## config.mk

```make
export PLATFORM = sky130hd
export DESIGN_NAME = memory_dump_tx
export DESIGN_NICKNAME = d
export VERILOG_FILES = /design/src/rtl/memory_dump_tx.sv
export SDC_FILE = /design/constraint.sdc
export NUM_CORES = 1
export LEC_CHECK = 0
export CORE_ASPECT_RATIO = 1.4
export CORE_MARGIN = 10
export CORE_UTILIZATION = 38
export CTS_CLUSTER_DIAMETER = 100
export DETAILED_ROUTE_END_ITERATION = 8
export GPL_TIMING_DRIVEN = 0
export PLACE_DENSITY = 0.6
export SYNTH_ARGS = -nofsm -noshare
export SYNTH_HDL_FRONTEND = slang
export SYNTH_SLANG_ARGS = --single-unit
```

## constraint.sdc

```tcl
create_clock -name clock -period 8.1 [get_ports clock]
set_input_delay 2.025 -clock clock [delete_from_list [all_inputs] [get_ports clock]]
set_output_delay 2.025 -clock clock [all_outputs]
set_load 0.1 [all_outputs]
```

## src/rtl/memory_dump_tx.sv

```systemverilog
// memory_dump_tx: reads a block of 32-bit words from a synchronous memory port
// and streams each word MSB-byte first over an 8N1 UART line.
module memory_dump_tx #(
  parameter int unsigned CLKS_PER_BIT = 16
) (
  input  logic        clock,
  input  logic        reset,
  input  logic        start,
  input  logic [31:0] baseAddress,
  input  logic [15:0] wordCount,
  output logic [31:0] Address,
  output logic        memRead,
  input  logic [31:0] DataOut,
  output logic        tx,
  output logic        busy,
  output logic        done
);

  localparam int unsigned CountWidth = 16;
  localparam int unsigned WordWidth  = 32;
  localparam logic [CountWidth-1:0] LastTick = CountWidth'(CLKS_PER_BIT - 1);

  typedef enum logic [2:0] {
    IDLE,
    FETCH,
    CAPTURE,
    START,
    DATA,
    STOP,
    FINISH
  } stateType;

  stateType              state;
  stateType              nextState;
  logic [CountWidth-1:0] bitCount;
  logic [CountWidth-1:0] remaining;
  logic [2:0]            bitIndex;
  logic [1:0]            byteIndex;
  logic [WordWidth-1:0]  wordReg;
  logic [7:0]            currentByte;
  logic                  bitDone;
  logic                  txNext;
  logic                  accept;

  assign bitDone = (bitCount == LastTick);
  assign accept  = (state == IDLE) && start;

  // Select the byte currently on the wire, most significant byte first
  always_comb begin
    currentByte = wordReg[31:24];
    case (byteIndex)
      2'd1:    currentByte = wordReg[23:16];
      2'd2:    currentByte = wordReg[15:8];
      2'd3:    currentByte = wordReg[7:0];
      default: currentByte = wordReg[31:24];
    endcase
  end

  // State register
  always_ff @(posedge clock or posedge reset) begin
    if (reset) begin
      state <= IDLE;
    end else begin
      state <= nextState;
    end
  end

  // Next-state and next serial-line value
  always_comb begin
    nextState = state;
    txNext    = 1'b1;
    case (state)
      IDLE: begin
        if (start) begin
          nextState = (wordCount == '0) ? FINISH : FETCH;
        end
      end
      FETCH: begin
        nextState = CAPTURE;
      end
      CAPTURE: begin
        nextState = START;
        txNext    = 1'b0;
      end
      START: begin
        txNext = 1'b0;
        if (bitDone) begin
          nextState = DATA;
          txNext    = currentByte[0];
        end
      end
      DATA: begin
        txNext = currentByte[bitIndex];
        if (bitDone) begin
          if (bitIndex == 3'd7) begin
            nextState = STOP;
            txNext    = 1'b1;
          end else begin
            txNext = currentByte[3'(bitIndex + 3'd1)];
          end
        end
      end
      STOP: begin
        txNext = 1'b1;
        if (bitDone) begin
          if (byteIndex == 2'd3) begin
            // remaining is decremented on this same edge
            nextState = (remaining > CountWidth'(1)) ? FETCH : FINISH;
          end else begin
            nextState = START;
            txNext    = 1'b0;
          end
        end
      end
      FINISH: begin
        nextState = IDLE;
      end
      default: begin
        nextState = IDLE;
      end
    endcase
  end

  // Registered outputs, bit timing, byte/word sequencing
  always_ff @(posedge clock or posedge reset) begin
    if (reset) begin
      tx        <= 1'b1;
      busy      <= 1'b0;
      done      <= 1'b0;
      memRead   <= 1'b0;
      Address   <= '0;
      remaining <= '0;
      bitCount  <= '0;
      bitIndex  <= '0;
      byteIndex <= '0;
      wordReg   <= '0;
    end else begin
      tx      <= txNext;
      memRead <= (nextState == FETCH);
      done    <= (nextState == FINISH);
      // An empty dump shows busy for its single FINISH cycle
      busy    <= accept || (nextState inside {FETCH, CAPTURE, START, DATA, STOP});

      // Bit-period counter reloads at every bit boundary
      if (state inside {START, DATA, STOP}) begin
        bitCount <= bitDone ? '0 : bitCount + CountWidth'(1);
      end else begin
        bitCount <= '0;
      end

      case (state)
        IDLE: begin
          if (start) begin
            Address   <= baseAddress;
            remaining <= wordCount;
          end
        end
        CAPTURE: begin
          wordReg   <= DataOut;
          byteIndex <= '0;
          bitIndex  <= '0;
        end
        DATA: begin
          if (bitDone) begin
            bitIndex <= bitIndex + 3'd1;
          end
        end
        STOP: begin
          if (bitDone) begin
            byteIndex <= byteIndex + 2'd1;
            if (byteIndex == 2'd3) begin
              Address   <= Address + 32'd1;
              remaining <= remaining - CountWidth'(1);
            end
          end
        end
        default: begin
        end
      endcase
    end
  end

endmodule

```

# --- Yosys cells after proc, flatten, opt, wreduce, memory -nomap -nowiden ---
# Index checks and enable logic that the tools add are counted.
word_totals:
  ff_bits: 108
  out_inout_bits: 36
  elab_cells: 85
classes:
  add_sub_neg: 5
  magnitude_cmp: 3
  eq_ne: 20
  n_mux: 34
  reduce_logical: 12
op_table:
  columns: ["cell", "count"]
  rows:
  - ["32-bit two-way mux", 3]
  - ["16-bit two-way mux", 5]
  - ["32-bit one-hot mux with 2 select lines", 1]
  - ["32-bit by 1-bit adder with 32-bit output, second input constant", 1]
  - ["16-bit one-hot mux with 2 select lines", 1]
  - ["3-bit two-way mux", 9]
  - ["8-bit one-hot mux with 3 select lines", 1]
  - ["3-bit equality test, second input constant", 6]
  - ["3-bit one-hot mux with 6 select lines", 1]
  - ["16-bit by 1-bit adder with 16-bit output, second input constant", 1]
  - ["16-bit by 4-bit equality test with 1-bit output, second input constant", 1]
  - ["16-bit by 1-bit > comparator with 1-bit output, second input constant", 1]
  - ["16-bit zero test", 1]
  - ["16-bit by 1-bit subtractor with 16-bit output, second input constant", 1]
  - ["3-bit by 2-bit equality test with 1-bit output, second input constant", 4]
  - ["3-bit by 4-bit < comparator with 1-bit output, second input constant", 2]
  - ["2-bit != test, second input constant", 4]
  - ["1-bit two-way mux", 7]
  - ["1-bit binary-select mux with 3-bit select", 2]
  - ["3-bit by 1-bit equality test with 1-bit output, second input constant", 2]
  - ["3-bit one-hot mux with 2 select lines", 1]
  - ["2-bit nonzero test", 3]
  - ["5-bit nonzero test", 1]
  - ["2-bit equality test, second input constant", 2]
  - ["other kinds (12)", 13]

# --- Longest topological paths before layout ---
depth:
  word_depth: 8
  depth_mapped: 10
  mapped_depth_nobuf: 9

# --- Worst setup path before layout ---
# Ideal clock, no wire load.
synth_path:
  kind: "input-to-reg"
  from: "in start"
  to: "reg remaining[12]"
  setup_time_ns: 0.128
  arrival_time_ns: 3.076
  required_time_ns: 7.972
  path_slack_ns: 4.896
  stages: 5
  path_cell_list: "or3b_2 -> o31ai_2 -> buf_2 -> buf_2 -> a21oi_1"
synth_via:
  elab_chain_len: 2
synth_rtl:
  columns: ["item", "line_no", "text"]
  rows:
  - ["start, declared", "8", "input logic start,"]
  - ["2-bit != test (no line)", null, null]
  - ["4-bit AND reduction (no line)", null, null]
  - ["end signal, assigned", "155", "remaining <= wordCount;"]
  - ["end signal, assigned", "173", "remaining <= remaining - CountWidth'(1);"]
  - ["end, declared", "36", "logic [CountWidth-1:0] remaining;"]
# No other way between the ends.
# A chain may end at the register's enable or synchronous reset.

# --- Worst setup path in the final report ---
layout_path:
  from: "reg Address[11]"
  to: "out Address[11]"
layout_lines:
  columns: ["item", "line_no", "text"]
  rows:
  - ["start, declared", "11", "output logic [31:0] Address,"]
  - ["start signal, assigned", "154", "Address <= baseAddress;"]
  - ["start signal, assigned", "172", "Address <= Address + 32'd1;"]
# No word-level cell between the ends.

==> tab_implementation.tex <==
\begin{tabular}{lr}
\hline
Metric & Value \\
\hline
\multicolumn{2}{l}{\textbf{Global route}} \\
\quad Vias in the first global route & 6434 \\
\quad Pin count of the biggest net entering global routing & 57 \\
\quad Grt total ovfl & 0 \\
\quad Overall Global Routing Usage & 19.8\% \\
\quad Initial antenna violation count & 0 \\
\quad Global-route wire length before repair & 34200 um \\
\multicolumn{2}{l}{\textbf{Yosys}} \\
\quad Most frequently used flop master after synthesis & sky130\_fd\_sc\_hd\_\_dfrtp\_1 \\
\quad Leading area contributor after synthesis & sky130\_fd\_sc\_hd\_\_dfrtp\_1 \\
\quad Synthesis warning total & 0 \\
\quad Number of distinct library cell variants in the gate-level netlist after synthesis & 61 \\
\quad Post-synthesis cell area & approximately 6000 um2 \\
\quad Leading cell type by number of instances after synthesis & sky130\_fd\_sc\_hd\_\_nand2\_1 \\
\quad Top cells by area in the synthesized netlist & sky130\_fd\_sc\_hd\_\_dfrtp\_1 (44\%), sky130\_fd\_sc\_hd\_\_nand2\_1 (8.4\%), sky130\_fd\_sc\_hd\_\_a21oi\_1 (5.2\%), sky130\_fd\_sc\_hd\_\_nor2\_1 (4.7\%), sky130\_fd\_sc\_hd\_\_o21ai\_0 (4.4\%) \\
\quad \#FFs+latches synth & 108 \\
\quad Cells after synthesis & about 730 \\
\quad Top cell types by occurrence after synthesis & sky130\_fd\_sc\_hd\_\_nand2\_1 (135), sky130\_fd\_sc\_hd\_\_dfrtp\_1 (107), sky130\_fd\_sc\_hd\_\_nor2\_1 (76) \\
\quad Number of nets in the synthesized netlist & 821 \\
\quad Number of flops mapped to enable cells by yosys & 0 \\
\quad Portion of synthesized cell area occupied by the leading cell type & between 40\% and 50\% \\
\quad Post-synthesis sequential area ratio & 44.9\% \\
\quad Share of synthesized flip-flops with an asynchronous set or reset & between 90\% and 100\% \\
\quad Mapped Avg Cell Area & 8.27 um2 \\
\multicolumn{2}{l}{\textbf{Min path}} \\
\quad Count of cells along the worst hold path & 1 \\
\quad Hold crit path type & register to register \\
\quad Hold Path End & bitCount[0] \\
\quad Source of the worst hold timing path & bitCount[0] \\
\multicolumn{2}{l}{\textbf{Critical path}} \\
\quad Class of the most critical setup path & register to primary output \\
\quad Largest fanout on the critical path & 8 \\
\quad Startpoint types & register \\
\quad Standard cell with the maximum stage delay on the critical path & sky130\_fd\_sc\_hd\_\_clkdlybuf4s50\_1 \\
\quad Cell family with most CP delay & buffers and inverters \\
\quad Critical path buffer and inverter count & 1 \\
\quad Setup slack of the most critical reg-to-reg path & 4.98 ns \\
\quad Sequence of cells on the critical path & clkdlybuf4s50\_1 \\
\quad Endpoint arrival time on the critical path & 2.06 ns \\
\quad End of the worst register-to-register path & remaining[5] \\
\quad Maximum single-stage delay on the critical path & 1.20 ns \\
\quad Crit. End Element & primary output \\
\quad Startpoint of the worst-slack reg-to-reg timing path & bitCount[5] \\
\quad Count of cell instances traversed by the critical path & 1 \\
\quad Reg2reg path depth & 6 \\
\quad Endpoint required time on the critical path & 6.08 ns \\
\multicolumn{2}{l}{\textbf{STA}} \\
\quad Final cycle utilization of the critical path & about half \\
\quad Final Hold Fails & 0 \\
\quad Slew headroom & between 30\% and 40\% \\
\quad Max-slew violation count & 0 \\
\quad Transition time of the tightest slew-check pin & 1.01 ns \\
\quad Sum of negative setup slack & 0 ns \\
\quad Number of setup violations in the final report & 0 \\
\quad Timing-limited maximum frequency & 0.245 GHz \\
\quad Setup repair after global routing missed its margin & false \\
\quad Clock period minus worst slack & 4.09 ns \\
\quad Setup skew after layout & between 0.015 and 0.02 ns \\
\quad Post-route worst hold slack & roughly 0.48 ns \\
\multicolumn{2}{l}{\textbf{Detailed routing}} \\
\quad WL/cell & 20.3 um \\
\quad Total vias in the final route & around 6100 \\
\quad Remaining antenna violation count & 0 \\
\quad Final wirelength & 21500 um \\
\quad Number of design rule violations left after detail routing & 0 \\
\quad Pre-antenna DRT Iters & 6 \\
\quad Via count normalized by instance count & 5.79 \\
\quad Starting DRC count in detailed routing & approximately 550 \\
\multicolumn{2}{l}{\textbf{Power and ir drop}} \\
\quad Static power due to leakage & 3.23 nW \\
\quad VDD IR max & 0.000255 V \\
\quad Power Density & about 360 nW/um2 \\
\multicolumn{2}{l}{\textbf{Clock network}} \\
\quad Count of instances resized after the clock tree is built & 0 \\
\quad Number of buffers between clock root and the deepest sink & 2 \\
\quad Clock root buffer & sky130\_fd\_sc\_hd\_\_clkbuf\_16 \\
\quad Postcts setup bufs & 0 \\
\quad Clk Latency, worst-skew pair & $\sim$0.37 ns \\
\quad CTS tree & built \\
\quad Clock-pin slew reported for the worst setup and hold paths after clock tree synthesis & 0.07 ns \\
\quad Post-cts hold buffer count & 0 \\
\quad Number of levels the H-tree was split into & 3 \\
\quad Clock buffers created by TritonCTS & 9 \\
\quad Count of clock tree sinks & 108 \\
\multicolumn{2}{l}{\textbf{Final layout}} \\
\quad Count of non-filler cells in the finished layout & 1059 \\
\quad Synth-to-Final Area Change & 29.5\% \\
\quad Nets@finish & 951 \\
\quad Share of final-layout standard cells stronger than drive strength 1 & 4.63\% \\
\quad Final antenna diode count & 0 \\
\multicolumn{2}{l}{\textbf{Die}} \\
\quad Die X-Extent & approximately 130 um \\
\quad Cell Rows & 54 \\
\quad Core box area & 15500 um2 \\
\quad Starting utilization of the core area & between 30\% and 40\% \\
\quad Y dimension of the die & around 170 um \\
\quad Count of pins on the block boundary & 119 \\
\quad Total Die Area & 21300 um2 \\
\multicolumn{2}{l}{\textbf{Outcome}} \\
\quad Run status & finished, final reports clean \\
\multicolumn{2}{l}{\textbf{Placed design}} \\
\quad Cell Count Post-Placement & 1043 \\
\quad Port buffer count & 118 \\
\quad Final RePlAce weighted congestion & 0.899 \\
\quad Total half-perimeter wirelength after legalization and detailed placement & roughly 16000 um \\
\multicolumn{2}{l}{\textbf{Run}} \\
\quad Max-cap violations & 0 \\
\hline
\end{tabular}
[sequential cells by signal (all words and copies together) (netlist names)]
register / flops
Address: 32
busy: 1
state: 3
done: 1
remaining: 16
tx: 1
bitIndex: 3
byteIndex: 2
wordReg: 32
bitCount: 16
memRead: 1
[layout make-up]
cell class,instances,area [um2]
sequential,108,2700
tap,196,245
clock buffer,10,229
clock inverter,6,88.8
buffer,42,175
inverter,24,92.6
fill,1528,7750
multi-input combinational,554,3050
timing repair buffer,119,1210
[power breakdown]
group	switching (W)	total, W	internal, W
Clock	0.000215	0.000487	0.000272
Combinational	0.000990	0.00136	0.000374
Sequential	0.000224	0.000982	0.000757
[worst max-delay path by stage]
stage                     slack [ns]          end         from
final                           4.01  Address[11]  Address[11]
after global routing            3.93  Address[12]        start
after CTS                       4.02  Address[11]  Address[11]
after detailed placement        3.71  Address[12]        start
after global placement          1.42   wordReg[6]        reset
after floorplan                 3.23   Address[0]        reset
[layout by cell type (no fill, tap or decap), drive strengths merged, types with 5 or more instances in the layout]
cell type	count
nand2	135
clkdlybuf4s50	118
dfrtp	107
nor2	76
a21oi	62
o21ai	54
clkbuf	41
nand3	32
inv	24
nor3	17
nor4	17
o22ai	13
buf	12
a22oi	11
and3	10
ha	10
nand4	9
xnor2	9
nand2b	8
a31oi	6
or2	6
xor2	5
a32oi	5
a222oi	5
o32ai	5
[cells by family after synthesis]
logic type / after synthesis / synth area share (%)
and+or+nand+nor: 332 / 25.5
buffers and inverters: 66 / 4.41
xor gates and xnor gates: 14 / 2.04
adders and majority gates: 10 / 2.08
AOI/OAI and AO/OA: 192 / 19.8
DFF: 108 / 44.9
muxes: 6 / 1.23
[layer usage]
layer / up-vias / part of all wire [%] / global-route usage (%) / wire [um]
met2: 269 / 52 / 34.8 / 11100
li1: 2843 / - / - / -
met3: 45 / 7.7 / 5.16 / 1650
met1: 2976 / 38 / 21.7 / 8120
met5: - / 0 / 0 / 0
met4: 0 / 2.8 / 8.83 / 610
[stage by stage]
stage | instance area (um2) | util, % | setup WS, ns | total power (W)
2_1_floorplan | 6020 | - | 3.23 | 0.00194
3_3_place_gp | 7440 | 47.9 | 1.42 | 0.00232
3_5_place_dp | 7470 | 48.1 | 3.71 | 0.00235
4_1_cts | 7790 | 50.1 | 4.02 | 0.00284
5_1_grt | 7790 | 50.1 | 3.93 | 0.00298
6_report | 7790 | 50.1 | 4.01 | 0.00283
Power figures use the tool's default switching activity.
